[config.mk]
export PLATFORM = sky130hd
export DESIGN_NAME = light_phase_sequencer
export DESIGN_NICKNAME = d
export VERILOG_FILES = /design/src/rtl/light_pkg.sv /design/src/rtl/light_sat_counter.sv /design/src/rtl/light_phase_sequencer.sv
export SDC_FILE = /design/constraint.sdc
export NUM_CORES = 1
export LEC_CHECK = 0
export ABC_AREA = 1
export CAP_MARGIN = 40
export CELL_PAD_IN_SITES_DETAIL_PLACEMENT = 1
export CELL_PAD_IN_SITES_GLOBAL_PLACEMENT = 2
export CORE_ASPECT_RATIO = 1.75
export CORE_MARGIN = 4
export CORE_UTILIZATION = 28
export DETAILED_ROUTE_END_ITERATION = 12
export PLACE_DENSITY = 0.9
export SLEW_MARGIN = 20
export SYNTH_ARGS = -nofsm -noshare
export SYNTH_HDL_FRONTEND = slang
export SYNTH_SLANG_ARGS = --single-unit
[constraint.sdc]
create_clock -name clk -period 2.5 [get_ports clk]
set_input_delay 0.5 -clock clk [delete_from_list [all_inputs] [get_ports clk]]
set_output_delay 0.5 -clock clk [all_outputs]
set_load 0.02 [all_outputs]
[src/rtl/light_pkg.sv]
// Shared light-code definitions, direction indices and helpers for the light phase sequencer.
package light_pkg;

    typedef logic [2:0] light_code;

    localparam light_code Stop         = 3'b000;
    localparam light_code Forward_only = 3'b001;
    localparam light_code Left_only    = 3'b010;
    localparam light_code Right_only   = 3'b011;
    localparam light_code Go           = 3'b100;

    localparam int N = 0;
    localparam int S = 1;
    localparam int E = 2;
    localparam int W = 3;

    // Undefined encodings collapse to Stop so they can never open a direction.
    function automatic light_code sanitise(input light_code c);
        if (c == Forward_only || c == Left_only || c == Right_only || c == Go)
            return c;
        return Stop;
    endfunction

    function automatic int cntWidth(input int maxVal);
        if (maxVal < 1)
            return 1;
        return $clog2(maxVal + 1);
    endfunction

endpackage

[src/rtl/light_sat_counter.sv]
// Up-counter that saturates at MAX_VAL, with synchronous reset, synchronous clear and enable.
module light_sat_counter #(
    parameter int               WIDTH   = 4,
    parameter logic [WIDTH-1:0] MAX_VAL = '1
) (
    input  logic             clk,
    input  logic             rst,
    input  logic             clr,
    input  logic             en,
    output logic [WIDTH-1:0] count
);

    always_ff @(posedge clk) begin
        if (rst || clr)
            count <= '0;
        else if (en && count < MAX_VAL)
            count <= count + 1'b1;
    end

endmodule

[src/rtl/light_phase_sequencer.sv]
// Registered safety stage between the stop-light controller and the intersection: minimum hold,
// all-Stop clearance gated by center_busy. Optional clearance watchdog: LIGHT_PHASE_WATCHDOG_EN.
//
//   state    | meaning
//   ---------+----------------------------------------------------------------
//   ST_CLEAR | all directions Stop; wait CLEAR_CYCLES and an empty centre
//   ST_HOLD  | latched pattern shown; only Stop-only changes before MIN_HOLD
module light_phase_sequencer
    import light_pkg::*;
#(
    parameter int MIN_HOLD     = 8,
    parameter int CLEAR_CYCLES = 4,
    parameter int WDOG_CYCLES  = 256
) (
    input  logic       clk,
    input  logic       rst,
    input  logic [2:0] reqN,
    input  logic [2:0] reqS,
    input  logic [2:0] reqE,
    input  logic [2:0] reqW,
    input  logic       center_busy,
    output logic [2:0] outN,
    output logic [2:0] outS,
    output logic [2:0] outE,
    output logic [2:0] outW,
    output logic       fault
);

    localparam logic [0:0] ST_CLEAR = 1'b0;
    localparam logic [0:0] ST_HOLD  = 1'b1;

    localparam int HOLD_W = cntWidth(MIN_HOLD - 1);
    localparam int CLR_W  = cntWidth(CLEAR_CYCLES - 1);

    if (MIN_HOLD < 1 || CLEAR_CYCLES < 1 || WDOG_CYCLES < 1) begin : gBadParams
        $error("light_phase_sequencer: MIN_HOLD, CLEAR_CYCLES and WDOG_CYCLES must be >= 1");
    end

    logic [0:0]        state;
    light_code         req  [4];
    light_code         disp [4];
    logic [HOLD_W-1:0] holdCnt;
    logic [CLR_W-1:0]  clrCnt;
    logic              anyDiff;
    logic              stopOnly;
    logic              holdDone;
    logic              clrDone;

    assign req[N] = sanitise(reqN);
    assign req[S] = sanitise(reqS);
    assign req[E] = sanitise(reqE);
    assign req[W] = sanitise(reqW);

    assign outN = disp[N];
    assign outS = disp[S];
    assign outE = disp[E];
    assign outW = disp[W];

    light_sat_counter #(
        .WIDTH   (HOLD_W),
        .MAX_VAL (HOLD_W'(MIN_HOLD - 1))
    ) uHoldCnt (
        .clk   (clk),
        .rst   (rst),
        .clr   (state != ST_HOLD),
        .en    (state == ST_HOLD),
        .count (holdCnt)
    );

    light_sat_counter #(
        .WIDTH   (CLR_W),
        .MAX_VAL (CLR_W'(CLEAR_CYCLES - 1))
    ) uClrCnt (
        .clk   (clk),
        .rst   (rst),
        .clr   (state != ST_CLEAR),
        .en    (state == ST_CLEAR),
        .count (clrCnt)
    );

    assign holdDone = (holdCnt >= HOLD_W'(MIN_HOLD - 1));
    assign clrDone  = (clrCnt >= CLR_W'(CLEAR_CYCLES - 1));

    // A change is Stop-only when every differing direction is now requesting Stop.
    always_comb begin
        anyDiff  = 1'b0;
        stopOnly = 1'b1;
        for (int d = 0; d < 4; d++) begin
            if (req[d] != disp[d]) begin
                anyDiff = 1'b1;
                if (req[d] != Stop)
                    stopOnly = 1'b0;
            end
        end
    end

    always_ff @(posedge clk) begin
        if (rst) begin
            state <= ST_CLEAR;
            for (int d = 0; d < 4; d++)
                disp[d] <= Stop;
        end else begin
            case (state)
                ST_CLEAR: begin
                    for (int d = 0; d < 4; d++)
                        disp[d] <= Stop;
                    if (clrDone && !center_busy) begin
                        state <= ST_HOLD;
                        for (int d = 0; d < 4; d++)
                            disp[d] <= req[d];
                    end
                end
                ST_HOLD: begin
                    if (anyDiff) begin
                        if (stopOnly) begin
                            for (int d = 0; d < 4; d++)
                                disp[d] <= req[d];
                        end else if (holdDone) begin
                            state <= ST_CLEAR;
                            for (int d = 0; d < 4; d++)
                                disp[d] <= Stop;
                        end
                    end
                end
                default: state <= ST_CLEAR;
            endcase
        end
    end

`ifdef LIGHT_PHASE_WATCHDOG_EN
    localparam int WD_W = cntWidth(WDOG_CYCLES - 1);

    logic [WD_W-1:0] wdogCnt;

    light_sat_counter #(
        .WIDTH   (WD_W),
        .MAX_VAL (WD_W'(WDOG_CYCLES - 1))
    ) uWdogCnt (
        .clk   (clk),
        .rst   (rst),
        .clr   (state != ST_CLEAR),
        .en    (state == ST_CLEAR),
        .count (wdogCnt)
    );

    // Trips at the end of the WDOG_CYCLES-th consecutive CLEAR cycle; only rst releases it.
    always_ff @(posedge clk) begin
        if (rst)
            fault <= 1'b0;
        else if (state == ST_CLEAR && wdogCnt == WD_W'(WDOG_CYCLES - 1))
            fault <= 1'b1;
    end
`else
    assign fault = 1'b0;
`endif

endmodule

==> metrics <==
vias in the first global route=1243; category of the worst setup path launch point=input port; Final setup violation count=0; most instantiated cells after synthesis=sky130_fd_sc_hd__nand2_1 (43), sky130_fd_sc_hd__inv_1 (26), sky130_fd_sc_hd__nor2_1 (23); clock insertion delay at the later pin of the skew report=250 ps; sink count of the clock tree=18; placeable core region=0.00411 mm²; clock buffer depth=2; type of the setup path with the least slack=in -> reg; gate family responsible for the most delay along the worst path=simple AND/OR/NAND/NOR gates; post-CTS repair timing setup buffer count=0; XOR/XNOR Fraction of Synth Area=2.23%; Die X=57.0 µm; count of nets left with antenna violations after detail routing=0; status=finished, final reports clean; synth top area cells=sky130_fd_sc_hd__dfxtp_1 (20%), sky130_fd_sc_hd__edfxtp_1 (15%), sky130_fd_sc_hd__nand2_1 (14%); TritonCTS clock tree=done; global routing usage on met2=24.5%; clock tree root buffer cell=sky130_fd_sc_hd__clkbuf_8; die footprint=~0.0054 mm²; Fmax=447 MHz; fraction of the mapped netlist area in compound gates=8.39%; count of warnings emitted by yosys=0; core utilization of the finished layout=40.1%; total global routing overflow=0; cell breakdown of the critical path=clkdlybuf4s50_1 > o21bai_1 > nand2_4 > nand2_1 > nand2_1 > nand2_1 > inv_1 > nor2_1 > nand2_1 > nor2_1 > nor2_1 > nand2_4 > nand2_4 > inv_2 > nor2_1; antenna cell count=0; gr busiest metal=met2; number of endpoints with negative hold slack in the final report=0; pin count of the biggest net entering global routing=11; number of placement rows=31; Iteration-0 DRC Markers=10; share of Yosys cell area claimed by the top area cell type=~20%; combined area of all synthesized cells=roughly 0.0012 mm²; period utilisation layout=89.4%; sequential fraction of the synthesis area=between 30% and 40%; leading cell type by number of instances after synthesis=sky130_fd_sc_hd__nand2_1; multiplexer share of the synthesized area=0%; delay of the slowest cell on the worst path=460 ps; CP arrival=2250 ps; drt first pass iters=2; number of buffers and inverters on the critical path=3; first-pass GRT wire length=5150 µm; clock-pin transition on the worst setup and hold timing paths=roughly 70 ps; biggest fanout along the worst timing path=6; Reg area=between 400 and 500 µm²; # DRC=0; combinational family with the most area after synthesis=simple AND/OR/NAND/NOR gates; simple-gate share of the synthesized area=about two fifths; synthesized net count=191; number of synthesized register bits=18; global-route met3 utilization=under 10%; antenna violations before repair=0; count of input and output buffers=26; DP Wirelength=2500 µm; average detailed-routed wire length per instance=around 11 µm; count of cells resized by post-cts repair=0; number of enable-type register cells in the synthesized netlist=6; setup repair after global routing missed its margin=false; cell area power density=462 mW/mm²; met1 usage=11.6%; overall track demand over capacity in global routing=12.1%; starting utilization of the core area=28.7%; data required time of the critical path=2510 ps; proportion of layout cells with a drive suffix above 1=14.9%; CP max stage cell=sky130_fd_sc_hd__clkdlybuf4s50_1; number of vias in the routed layout=1179; number of buffers added by the clock tree synthesis step=3; average instance area after synthesis=6.81 µm²; post-synth cell types=25; Multi-input gate area=644 µm²; Max-cap violations=0; number of filler instances in the final layout=roughly 550; number of hold buffers added after cts=0; CTS H-tree depth=1; Power, Total=762 µW; post-layout min period=2240 ps; height of the chip=roughly 94 µm; vias per inst=4.47; type of destination of the critical path=flip-flop; Final Max Tran Viols=0; kind of path behind the tightest hold check=reg -> reg; highest ir drop seen on vdd=0.000259 V; arithmetic-cell share of the synthesized area counting full adders, half adders and majority gates=approximately 3.2%; final estimated routing congestion in global placement=0.723; Post-Route WL=slightly below 3000 µm; I/O pin total=28; top_reg_cell synth=sky130_fd_sc_hd__dfxtp_1; largest area contributor in the netlist=sky130_fd_sc_hd__dfxtp_1; count of mapped cells out of synthesis=173; Post-layout nets=234; final worst clock skew=1.72 ps; growth of design area from synthesis to finish=40.0%; Leakage=0.773 nW; async set-or-reset flop fraction in the synthesized netlist=0%
worst register-to-register path, stage by stage, from the launching register on:
cell,delay [ps]
sky130_fd_sc_hd__edfxtp_1,400
sky130_fd_sc_hd__xor2_1,200
sky130_fd_sc_hd__nand3_2,100
sky130_fd_sc_hd__o21ai_1,160
sky130_fd_sc_hd__nand2_2,110
sky130_fd_sc_hd__o21ai_2,210
sky130_fd_sc_hd__nand3_1,200
kinds of logic after synthesis:
kind of cell | after synthesis
adders and majority gates | 3
buffers and inverters | 29
DFF | 18
AOI/OAI and AO/OA | 18
xor gates and xnor gates | 3
and+or+nand+nor | 101
other | 1
final timing paths:
kind	startpoint	to	slack, ps	depth (start not counted)
min reg2reg	uClrCnt.count[0]	uClrCnt.count[0]	460	1
max reg2reg	disp[1][2]	disp[1][1]	850	6
min	uClrCnt.count[0]	uClrCnt.count[0]	460	1
max	reqN[1]	disp[1][0]	260	15
flip-flops by register name, indices dropped and copies added (netlist names):
| signal | cells |
|---|---|
| disp | 12 |
| state | 1 |
| uClrCnt.count | 2 |
| uHoldCnt.count | 3 |
final cells by class:
type / count / share of cell area [%]
Multi-Input combinational cell: 126 / 39.0
Clock buffer: 3 / 2.50
Tap cell: 49 / 3.71
Inverter: 27 / 6.14
Clock inverter: 1 / 0.227
Timing Repair Buffer: 40 / 22.9
Sequential cell: 18 / 25.5
layer usage:
| layer | share of wire, % | vias to the layer above |
|---|---|---|
| met5 | 0 | - |
| met4 | 1.3 | 0 |
| met3 | 2.7 | 4 |
| met2 | 57 | 15 |
| met1 | 39 | 532 |
| li1 | - | 628 |
layout by cell type (no fill, tap or decap), types with 3 or more instances in the layout:
cell type	Yosys	routed
sky130_fd_sc_hd__nand2_1	43	43
sky130_fd_sc_hd__inv_1	26	26
sky130_fd_sc_hd__clkdlybuf4s50_1	0	26
sky130_fd_sc_hd__nor2_1	23	23
sky130_fd_sc_hd__nand3_1	19	19
sky130_fd_sc_hd__buf_4	1	13
sky130_fd_sc_hd__dfxtp_1	12	12
sky130_fd_sc_hd__a21oi_1	8	8
sky130_fd_sc_hd__edfxtp_1	6	6
sky130_fd_sc_hd__o21ai_0	5	5
sky130_fd_sc_hd__nand2_2	5	5
sky130_fd_sc_hd__nand3_2	4	4
sky130_fd_sc_hd__nand2_4	3	3
sky130_fd_sc_hd__ha_1	3	3
sky130_fd_sc_hd__clkbuf_8	0	3
power by group:
group          internal (mW)  leakage [nW]  total, mW  switching, mW
Sequential             0.326         0.171      0.343         0.0171
Combinational         0.0987         0.579      0.214          0.115
Clock                  0.109        0.0231      0.205         0.0956
Total                  0.534         0.773      0.762          0.228
per-stage QoR:
step / instance area [µm²] / hold WS [ps] / cells / setup WS (ps) / TNS [ps]
after floorplan: 1180 / 428 / 173 / 673 / 0
after detailed placement: 1610 / 456 / 260 / -37.1 / -157
after global routing: 1650 / 504 / 264 / 58.1 / 0
final: 1650 / 464 / 264 / 265 / 0
after CTS: 1650 / 469 / 264 / 241 / 0
after global placement: 1610 / 450 / 260 / -6.88 / -24.9
Power figures use the tool's default switching activity.
